## src/rtl/uart_pkg.sv

```systemverilog
`default_nettype none
// ============================================================================
//  Module      : uart_pkg
//  Description : Shared UART definitions: receiver/transmitter state encoding,
//                data width and the bit-period helper used by both directions.
//  Revision    : 1.0 - initial release
// ============================================================================
package uart_pkg;

  localparam int DATA_BITS = 8;

  typedef enum logic [2:0] {
    ST_IDLE      = 3'd0,
    ST_START     = 3'd1,
    ST_DATA      = 3'd2,
    ST_PARITY    = 3'd3,
    ST_STOP      = 3'd4,
    ST_WAIT_HIGH = 3'd5
  } uart_state_e;

  // System clocks per serial bit; integer truncation is intentional.
  function automatic int clks_per_bit(input int clk_freq, input int baud_rate);
    return clk_freq / baud_rate;
  endfunction

endpackage
`default_nettype wire

```

## src/rtl/uart_rx_if.sv

```systemverilog
`default_nettype none
// ============================================================================
//  Module      : uart_rx_if
//  Description : CPU-side holding-register interface of the UART receiver.
//                master = CPU/iobus side, slave = receiver side.
//  Revision    : 1.0 - initial release
// ============================================================================
interface uart_rx_if;
  import uart_pkg::*;

  logic                 rd_en;
  logic                 err_clr;
  logic [DATA_BITS-1:0] rx_data;
  logic                 rx_valid;
  logic                 frame_err;
  logic                 overrun;

  modport master (
    output rd_en, err_clr,
    input  rx_data, rx_valid, frame_err, overrun
  );

  modport slave (
    input  rd_en, err_clr,
    output rx_data, rx_valid, frame_err, overrun
  );

endinterface
`default_nettype wire

```

## src/rtl/uart_rx_sync2.sv

```systemverilog
`default_nettype none
// ============================================================================
//  Module      : sync2
//  Description : Two-flop synchronizer for an asynchronous single-bit input.
//                Both flops preset to RESET_VAL so the output shows the
//                line's idle level straight out of reset.
//  Revision    : 1.0 - initial release
// ============================================================================
module sync2 #(
  parameter logic RESET_VAL = 1'b1
) (
  input  logic clk,
  input  logic n_reset,
  input  logic d,
  output logic q
);

  logic r_meta;

  // Two-stage capture; r_meta may go metastable, q is the settled copy.
  always_ff @(posedge clk or negedge n_reset) begin
    if (!n_reset) begin
      r_meta <= RESET_VAL;
      q      <= RESET_VAL;
    end else begin
      r_meta <= d;
      q      <= r_meta;
    end
  end

endmodule
`default_nettype wire

```

## src/rtl/uart_rx.sv

```systemverilog
`default_nettype none
// ============================================================================
//  Module      : uart_rx
//  Description : 8N1 UART receiver with one-entry holding register,
//                valid/ack handshake and sticky framing/overrun status.
//                Define UART_RX_PARITY_EN for 8E1 framing with even-parity
//                checking (a parity mismatch reports as a framing error).
//                CLKS_PER_BIT must be at least 4.
//  Revision    : 1.0 - initial release
// ============================================================================
module uart_rx #(
  parameter int CLK_FREQ  = 100_000_000,
  parameter int BAUD_RATE = 115_200
) (
  input  logic      clk,
  input  logic      n_reset,
  input  logic      rxd,
  uart_rx_if.slave  bus
);
  import uart_pkg::*;

  localparam int CLKS_PER_BIT = clks_per_bit(CLK_FREQ, BAUD_RATE);
  localparam int c_cnt_w      = $clog2(CLKS_PER_BIT);
  localparam int c_idx_w      = $clog2(DATA_BITS);

  localparam logic [c_cnt_w-1:0] c_cnt_full = c_cnt_w'(CLKS_PER_BIT - 1);
  localparam logic [c_cnt_w-1:0] c_cnt_half = c_cnt_w'(CLKS_PER_BIT / 2 - 1);
  localparam logic [c_idx_w-1:0] c_last_idx = c_idx_w'(DATA_BITS - 1);

  uart_state_e          r_state;
  uart_state_e          w_state_nxt;
  logic [c_cnt_w-1:0]   r_cnt;
  logic [c_idx_w-1:0]   r_idx;
  logic [DATA_BITS-1:0] r_shift;
  logic                 w_rxs;
  logic                 w_tick;
  logic                 w_load_half;
  logic                 w_shift;
  logic                 w_commit;
  logic                 w_set_ferr;
  logic                 w_set_ovr;
  logic                 w_par_err;

  sync2 #(.RESET_VAL(1'b1)) u_sync (
    .clk     (clk),
    .n_reset (n_reset),
    .d       (rxd),
    .q       (w_rxs)
  );

  assign w_tick = (r_cnt == '0);

`ifdef UART_RX_PARITY_EN
  logic w_par_chk;
  logic w_par_bad;
  logic r_par_err;

  // Even parity: data bits plus parity bit must XOR to zero.
  assign w_par_bad = ^{r_shift, w_rxs};
  assign w_par_err = r_par_err;

  // Remember a parity mismatch so the following STOP discards the byte.
  always_ff @(posedge clk or negedge n_reset) begin
    if (!n_reset)       r_par_err <= 1'b0;
    else if (w_par_chk) r_par_err <= w_par_bad;
  end
`else
  assign w_par_err = 1'b0;
`endif

  // State register.
  always_ff @(posedge clk or negedge n_reset) begin
    if (!n_reset) r_state <= ST_IDLE;
    else          r_state <= w_state_nxt;
  end

  // Next-state and per-cycle control strobes.
  always_comb begin
    w_state_nxt = r_state;
    w_load_half = 1'b0;
    w_shift     = 1'b0;
    w_commit    = 1'b0;
    w_set_ferr  = 1'b0;
`ifdef UART_RX_PARITY_EN
    w_par_chk   = 1'b0;
`endif
    unique case (r_state)
      ST_IDLE: begin
        if (!w_rxs) begin
          w_state_nxt = ST_START;
          w_load_half = 1'b1;
        end
      end
      ST_START: begin
        // A start bit that is high again at mid-bit was only a glitch.
        if (w_tick) w_state_nxt = w_rxs ? ST_IDLE : ST_DATA;
      end
      ST_DATA: begin
        if (w_tick) begin
          w_shift = 1'b1;
`ifdef UART_RX_PARITY_EN
          if (r_idx == c_last_idx) w_state_nxt = ST_PARITY;
`else
          if (r_idx == c_last_idx) w_state_nxt = ST_STOP;
`endif
        end
      end
`ifdef UART_RX_PARITY_EN
      ST_PARITY: begin
        if (w_tick) begin
          w_par_chk   = 1'b1;
          w_set_ferr  = w_par_bad;
          w_state_nxt = ST_STOP;
        end
      end
`endif
      ST_STOP: begin
        if (w_tick) begin
          if (!w_rxs) begin
            w_set_ferr  = 1'b1;
            w_state_nxt = ST_WAIT_HIGH;
          end else begin
            w_commit    = !w_par_err;
            w_state_nxt = ST_IDLE;
          end
        end
      end
      ST_WAIT_HIGH: begin
        // A held-low line (break) must not retrigger a frame.
        if (w_rxs) w_state_nxt = ST_IDLE;
      end
      default: w_state_nxt = ST_IDLE;
    endcase
  end

  // Bit-period counter: half period into the start bit, then full periods.
  always_ff @(posedge clk or negedge n_reset) begin
    if (!n_reset)
      r_cnt <= '0;
    else if (w_load_half)
      r_cnt <= c_cnt_half;
    else if (r_state inside {ST_START, ST_DATA, ST_PARITY, ST_STOP})
      r_cnt <= w_tick ? c_cnt_full : r_cnt - 1'b1;
  end

  // Bit index and LSB-first shift register.
  always_ff @(posedge clk or negedge n_reset) begin
    if (!n_reset) begin
      r_idx   <= '0;
      r_shift <= '0;
    end else begin
      if (r_state == ST_START) r_idx <= '0;
      else if (w_shift)        r_idx <= r_idx + 1'b1;
      if (w_shift) r_shift <= {w_rxs, r_shift[DATA_BITS-1:1]};
    end
  end

  assign w_set_ovr = w_commit && bus.rx_valid && !bus.rd_en;

  // Holding register: a commit with a same-cycle ack replaces the byte.
  always_ff @(posedge clk or negedge n_reset) begin
    if (!n_reset) begin
      bus.rx_data  <= '0;
      bus.rx_valid <= 1'b0;
    end else if (w_commit && (!bus.rx_valid || bus.rd_en)) begin
      bus.rx_data  <= r_shift;
      bus.rx_valid <= 1'b1;
    end else if (bus.rd_en && !w_commit) begin
      bus.rx_valid <= 1'b0;
    end
  end

  // Sticky status flags; a same-cycle set beats the clear.
  always_ff @(posedge clk or negedge n_reset) begin
    if (!n_reset) begin
      bus.frame_err <= 1'b0;
      bus.overrun   <= 1'b0;
    end else begin
      if (w_set_ferr)       bus.frame_err <= 1'b1;
      else if (bus.err_clr) bus.frame_err <= 1'b0;
      if (w_set_ovr)        bus.overrun   <= 1'b1;
      else if (bus.err_clr) bus.overrun   <= 1'b0;
    end
  end

endmodule
`default_nettype wire

```

## src/flat_wrapper.sv

```systemverilog
// flat-port wrapper written by rule: the top's interface ports become plain ports
module uart_rx_flat import uart_pkg::*;
#(
  parameter int CLK_FREQ  = 100_000_000,
  parameter int BAUD_RATE = 115_200
)
  (clk, n_reset, rxd, bus_rd_en, bus_err_clr, bus_rx_data, bus_rx_valid, bus_frame_err, bus_overrun);
  uart_rx_if bus_i ();
  input  logic clk;
  input  logic n_reset;
  input  logic rxd;
  input wire logic [$bits(bus_i.rd_en)-1:0] bus_rd_en;
  input wire logic [$bits(bus_i.err_clr)-1:0] bus_err_clr;
  output wire logic [$bits(bus_i.rx_data)-1:0] bus_rx_data;
  output wire logic [$bits(bus_i.rx_valid)-1:0] bus_rx_valid;
  output wire logic [$bits(bus_i.frame_err)-1:0] bus_frame_err;
  output wire logic [$bits(bus_i.overrun)-1:0] bus_overrun;
  assign bus_i.rd_en = bus_rd_en;
  assign bus_i.err_clr = bus_err_clr;
  assign bus_rx_data = bus_i.rx_data;
  assign bus_rx_valid = bus_i.rx_valid;
  assign bus_frame_err = bus_i.frame_err;
  assign bus_overrun = bus_i.overrun;
  uart_rx #(.CLK_FREQ(CLK_FREQ), .BAUD_RATE(BAUD_RATE)) u_core (.clk(clk), .n_reset(n_reset), .rxd(rxd), .bus(bus_i));
endmodule
```

## config.mk

```make
export PLATFORM = sky130hd
export DESIGN_NAME = uart_rx_flat
export DESIGN_NICKNAME = d
export VERILOG_FILES = /design/src/rtl/uart_pkg.sv /design/src/rtl/uart_rx_if.sv /design/src/rtl/uart_rx_sync2.sv /design/src/rtl/uart_rx.sv /design/src/flat_wrapper.sv
export SDC_FILE = /design/constraint.sdc
export NUM_CORES = 1
export LEC_CHECK = 0
export CORE_MARGIN = 1
export CORE_UTILIZATION = 35
export DETAILED_ROUTE_END_ITERATION = 12
export PLACE_DENSITY = 0.57
export SYNTH_ARGS = -nofsm -noshare
export SYNTH_HDL_FRONTEND = slang
export SYNTH_SLANG_ARGS = --single-unit
```

## constraint.sdc

```tcl
create_clock -name clk -period 2.5 [get_ports clk]
set_input_delay 0.5 -clock clk [delete_from_list [all_inputs] [get_ports clk]]
set_output_delay 0.5 -clock clk [all_outputs]
set_load 0.02 [all_outputs]
```

==> results of run 1 <==
## worst reg2reg max path: stages (launching register included)
cell,delay [ps]
dfrtp_1,420
inv_1,120
ha_1,190
and2b_2,200
nand4_1,170
nor4b_4,600
mux2_2,400
## state kept, by name, indices dropped and copies added (netlist names)
signal                cells
u_core.r_cnt             10
u_core.bus.rx_data        8
u_core.r_shift            8
u_core.r_idx              3
u_core.r_state            3
u_core.bus.frame_err      1
u_core.bus.overrun        1
u_core.bus.rx_valid       1
u_core.u_sync.q           1
u_core.u_sync.r_meta      1
## through the flow
step	worst slack, ps	utilization	total power [mW]	cell area (sq um)	std cells
after floorplan	583	-	0.616	1750	159
after global placement	408	0.414	0.637	1980	237
after detailed placement	315	0.414	0.637	1980	237
after CTS	300	0.433	1.06	2070	245
after global routing	182	0.433	1.09	2070	245
final	288	0.433	1.05	2070	245
## cell usage after synthesis, types with 4 or more instances
master and number:
dfrtp_1 35, nor2_1 7, nand2_1 7, nand3_1 7
mux2_2 16, a21oi_1 7, nand4_1 5, and3_1 4
clkbuf_1 4, nor3_1 8, nand2b_1 4, o21ai_0 9
inv_1 5
## worst paths after layout
| kind | endpoint | cells past startpoint | start |
|---|---|---|---|
| max | u_core.bus.rx_data[0] | 6 | u_core.r_cnt[0] |
| max in group asynchronous | u_core.u_sync.r_meta | 2 | n_reset |
| min in group asynchronous | u_core.bus.frame_err | 2 | n_reset |
| min | u_core.u_sync.q | 0 | u_core.u_sync.r_meta |
| max reg2reg | u_core.bus.rx_data[0] | 6 | u_core.r_cnt[0] |
| min reg2reg | u_core.u_sync.q | 0 | u_core.u_sync.r_meta |
## cells by family after synthesis
kind of cell               share of synthesized area
DFF                                            0.529
buffers and inverters                         0.0278
AOI/OAI and AO/OA                              0.141
muxes                                          0.108
and+or+nand+nor                                0.173
adders and majority gates                     0.0214
## area by class of cell
type | instances | area (sq um)
Timing Repair Buffer | 18 | 173
Clock buffer | 5 | 68.8
Fill cell | 447 | 2720
Sequential cell | 37 | 928
Clock inverter | 3 | 21.3
Multi-Input combinational cell | 110 | 777
Tap cell | 67 | 83.8
Inverter | 5 | 18.8
## layer usage
metal  part of all wire  global-route usage  wire length (microns)  up-vias
met3              0.042              0.0401                    150        7
met5                  0                   0                      0        -
met4              0.020              0.0850                     71        0
li1                   -                   -                      -      634
met2               0.48               0.235                   1680       28
met1               0.46               0.194                   1630      658
## power by group through the flow
stage               sequential, mW  combinational [mW]  clock, mW
CTS                          0.604              0.0214      0.435
floorplan                    0.613             0.00330          0
detailed placement           0.616              0.0214          0
global route                 0.604              0.0234      0.461
global placement             0.616              0.0210          0
finish                       0.604              0.0203      0.421
==> out/metrics.cfg, run 1 <==
[critical_path]
path_cells = inv_1 > ha_1 > and2b_2 > nand4_1 > nor4b_4 > mux2_2
critical-path-top-delay-family = simple AND/OR/NAND/NOR gates
cp_max_fo = 8
required_ps = 2680
endpoint_kind = register
ff2ff_setup_slack_ps = 290
slowest_stage = nor4b_4
startpoint_type = register
cp.arrival_ps = 2400
worst-path-buf-inv = 1
critical_path_class = register to register
max_stage_delay_ps = 600

[yosys]
syn_area_per_cell_sq_um = 11.0
yosys.area.top_type = dfrtp_1
synthTopCellsByArea = dfrtp_1 50%, mux2_2 10%, dfstp_2 3.0%, o21ai_0 2.6%, nor3_1 2.3%
synth_top_area_share = 0.499
yosysWarnings = 0
netlist_area_sq_um = 1750
yosysUniqueCellTypes = 40
ys.flop_type = dfrtp_1
syn-instance-count = 159
ys_seq_elements = 37
async_flop_share = 1.00
synth_nets = 167
synth-edff-count = 0
yosysSeqAreaShare = 0.529

[timing]
fmax_mhz = 452
fin_skew_ps = 7.67
slew_viol_final = 0
worst_pin_slew_ps = 577
relSlewSlack = 0.613
setup_tns_ps = 0
holdWs_ps = 358
finalHoldViolCount = 0
setup_viol = 0
rsz0062_at_grt = no
finalCritPeriodShare = 0.885
period_minus_slack_ps = 2210

[clock_network]
cts_tree = done
post_cts_buffers = 0
clk_pin_slew_ps = 80
cts-resized-gates = 0
numCtsBuffers = 5
numClockSinks = 37
hold_buffers = 0
insertion_delay_ps = 290
cts_root_buf = clkbuf_8
htree_num_levels = 2
ctsLongestPathBuffers = 2

[route]
routed_wl_microns = 3530
ant_nets = 0
drtPass1Iterations = 4
vias = 1327
drt_iter0_markers = 71
wl_per_cell_microns = 14.4
viasPerCell = 5.42
remaining_drc_errors = 0

[grt]
overflow = 0
grt_max_degree = 38
grt_pass1_wl_microns = 6090
antenna_found_initial = 0
grt_use_total = 0.152
grt_pass1_vias = 1305

[placement]
detailed_place_hpwl_microns = 2460
globalplace.congestion = 0.864
portBuffers = 15

[final_layout]
fin_nets = 185
final_cell_mix = 35 x dfrtp_1, 16 x mux2_2, 15 x clkdlybuf4s50_1
areaGrowthSynthToFinish_pct = 18.0
n_antenna_cell = 0
final_common_cell = dfrtp_1
final_layout_size_suffix_gt1_frac = 0.197

[status]
status = completed

[floorplan]
io_pins = 16
core-area_sq_um = 4790
die_height_microns = 72.8
dieArea_sq_um = 5300
start_util = 0.367
rows = 25
die_width_microns = 72.8

[pwr]
p_int_mw = 0.806
seqPwrFrac = 0.578
pwr-share-clk = 0.403
peakVddDrop_mv = 0.299
p_leak_nw = 0.944
power_density_nw_per_um2 = 505
p_switching_mw = 0.239
p_sw_frac = 0.229
comb_power_share = 0.019

[flow_run]
maxCapViolCount = 0

[hold_path]
hold_path_class = register to register

(Power assumes the default switching activity.)
==> run 2, diff against run 1 <==
--- a/config.mk
+++ b/config.mk
@@ -5,6 +5,7 @@
 export SDC_FILE = /design/constraint.sdc
 export NUM_CORES = 1
 export LEC_CHECK = 0
+export ABC_AREA = 1
 export CORE_MARGIN = 1
 export CORE_UTILIZATION = 35
 export DETAILED_ROUTE_END_ITERATION = 12
==> run 2 against run 1 <==
Compared with the run above:
- die area is 6.9% higher
- first-iteration DRC count rose by 51%
- register-to-register slack gained 480 ps
- power grew 0.30%
- clock-buffer cell count unchanged
- sequential power hardly changed
- synthesized cell count increased by 47%
- setup slack better by 450 ps
- hold slack got worse by 52 ps
==> out/metrics.cfg, run 2 <==
[final_layout]
areaGrowthSynthToFinish_pct = 16.4
fin_nets = 262  ; +42%
largest_reg_flops = 10  ; unchanged
n_antenna_cell = 0  ; unchanged
multi_input_area_sq_um = 838  ; +7.9%
largestRegisters = u_core.r_cnt: 10 flops, u_core.bus.rx_data: 8 flops, u_core.r_shift: 8 flops
final_common_cell = nand2_1
regMostFlops = u_core.r_cnt
final_layout_size_suffix_gt1_frac = 0.125  ; -0.0711
final_cell_mix = 96 x nand2_1, 35 x dfrtp_1, 23 x inv_1
regArea_sq_um = 928  ; unchanged
nFillCells = 536  ; +20%

[route]
ant_nets = 0  ; unchanged
routed_wl_microns = 3800  ; +7.5%
wl_per_cell_microns = 11.7  ; -19%
drt_iter0_markers = 107  ; +51%
viasPerCell = 4.71  ; -13%
drtPass1Iterations = 4  ; unchanged
vias = 1530  ; +15%
remaining_drc_errors = 0  ; unchanged

[timing]
worst_pin_slew_ps = 834  ; +257 ps
rsz0062_at_grt = no
slew_viol_final = 0  ; unchanged
period_minus_slack_ps = 1760  ; -454 ps
finalHoldViolCount = 0  ; unchanged
fmax_mhz = 569  ; +26%
relSlewSlack = 0.444  ; -0.169
setup_viol = 0  ; unchanged
finalCritPeriodShare = 0.703  ; -0.181
setup_tns_ps = 0  ; unchanged
fin_skew_ps = 5.30  ; -2.37 ps

[yosys]
syn_area_per_cell_sq_um = 8.03  ; -27%
synth.most_common_cell = nand2_1
yosys.area.top_type = dfrtp_1
synth_nets = 242  ; +45%
netlist_area_sq_um = 1880  ; +7.1%
synth_top_area_share = 0.466  ; -0.0332
yosysWarnings = 0  ; unchanged
syn-instance-count = 234  ; +47%
ys.flop_type = dfrtp_1
yosysSeqAreaShare = 0.494  ; -0.0352
async_flop_share = 1.00  ; unchanged
synthTopCellsByCount = 96 x nand2_1, 35 x dfrtp_1, 23 x inv_1
yosysUniqueCellTypes = 28  ; -30%
synth-edff-count = 0  ; unchanged
ys_seq_elements = 37  ; unchanged
synthTopCellsByArea = dfrtp_1 47%, nand2_1 19%, inv_1 4.6%, nand3_1 3.7%, nand4_1 3.7%

[floorplan]
die_height_microns = 75.3  ; +3.4%
io_pins = 16  ; unchanged
rows = 26  ; +4.0%
die_width_microns = 75.3  ; +3.4%
core-area_sq_um = 5140  ; +7.4%
dieArea_sq_um = 5670  ; +6.9%
start_util = 0.366  ; -0.000908

[critical_path]
critical_path_class = register to primary output
worstReg2RegEnd = u_core.r_idx[0]
ff2ff_setup_slack_ps = 770  ; +480 ps
cp_max_fo = 2  ; -6
slowest_stage = clkdlybuf4s50_1
max_stage_delay_ps = 600  ; about the same
rr_startpoint = u_core.r_cnt[0]
worst-r2r-cell-count = 8  ; +2
required_ps = 2000  ; -680 ps
crit_start = u_core.bus.overrun
endpoint_kind = primary output
cp.arrival_ps = 1260  ; -1140 ps
startpoint_type = register
critical-path-top-delay-family = buffers and inverters
critical_path_cell_count = 1  ; -5
path_cells = clkdlybuf4s50_1
critPathCapture = bus_overrun
worst-path-buf-inv = 1  ; unchanged

[clock_network]
numClockSinks = 37  ; unchanged
clk_pin_slew_ps = 80  ; about the same
ctsLongestPathBuffers = 2  ; unchanged
hold_buffers = 0  ; unchanged
post_cts_buffers = 0  ; unchanged
cts-resized-gates = 0  ; unchanged
cts_root_buf = clkbuf_8
htree_num_levels = 2  ; unchanged
cts_tree = done
insertion_delay_ps = 290  ; about the same
numCtsBuffers = 5  ; unchanged

[grt]
grt_max_degree = 38  ; unchanged
antenna_found_initial = 0  ; unchanged
overflow = 0  ; unchanged
grt_pass1_wl_microns = 6510  ; +6.9%
grt_pass1_vias = 1419  ; +8.7%
grt_use_total = 0.158  ; +0.00573

[placement]
detailed_place_hpwl_microns = 2780  ; +13%
portBuffers = 15  ; unchanged
globalplace.congestion = 0.855  ; -1.0%

[hold_path]
hold_path_class = primary input to async pin

[flow_run]
maxCapViolCount = 0  ; unchanged

[pwr]
p_leak_nw = 1.17  ; +24%
fin_total_pwr_mw = 1.05  ; +0.30%
peakVddDrop_mv = 0.359  ; +20%
power_density_nw_per_um2 = 479  ; -5.0%

[status]
status = completed

-- run 2: changes by cell type after synthesis, moves of 5 or more --
cell / delta
nand2_1: +89
inv_1: +18
mux2_2: -16
nand3_1: +7
nor3_1: -7
nand4_1: +6
nor2_1: +6
a21oi_1: -5
-- run 2: layout make-up --
class,instances,share of cell area
flip-flops and latches,37,0.424
multi-input cells,169,0.383
repair buffers,15,0.0664
inverters,26,0.0446
well taps,70,0.0400
clock buffers,5,0.0315
clock inverters,3,0.00973
-- run 2: where the power goes --
part	leakage [nW]	total (mW)	internal, mW	switching, mW
Combinational	0.640	0.0230	0.00625	0.0168
Clock	0.0445	0.424	0.198	0.226
Sequential	0.490	0.601	0.601	0.000586
Total	1.17	1.05	0.805	0.243
-- run 2: worst min path at each step --
stage                         startpoint  slack (ps)                    to  depth (start not counted)
finish                           n_reset         310       u_core.r_cnt[2]                          1
CTS                              n_reset         320  u_core.bus.frame_err                          1
detailed placement  u_core.u_sync.r_meta         350       u_core.u_sync.q                          0
global placement    u_core.u_sync.r_meta         350       u_core.u_sync.q                          0
global route                     n_reset         370    u_core.bus.overrun                          1
floorplan                        n_reset         200  u_core.bus.frame_err                          0
-- run 2: metal layers --
layer  track usage  up-vias  wire [microns]
met4        0.0700        0              46
met5             0        -               0
li1              -      785               -
met2         0.233       27            1730
met3        0.0375        4             165
met1         0.221      714            1850
-- run 2: kinds of logic after synthesis --
| family | Yosys count | synth area share |
|---|---|---|
| flops | 37 | 0.494 |
| compound gates | 12 | 0.0380 |
| xor+xnor | 2 | 0.00932 |
| simple gates | 152 | 0.379 |
| fa+ha+maj | 3 | 0.0200 |
| buf+inv | 28 | 0.0599 |
-- run 2: metrics by stage --
step	instance area, sq um	utilization	setup slack [ps]	cells	hold WS, ps
2_1_floorplan	1880	-	1100	234	204
6_report	2190	0.426	742	325	306
4_1_cts	2190	0.426	714	325	325
3_3_place_gp	2100	0.408	717	317	347
3_5_place_dp	2100	0.408	706	317	350
5_1_grt	2190	0.426	576	325	366
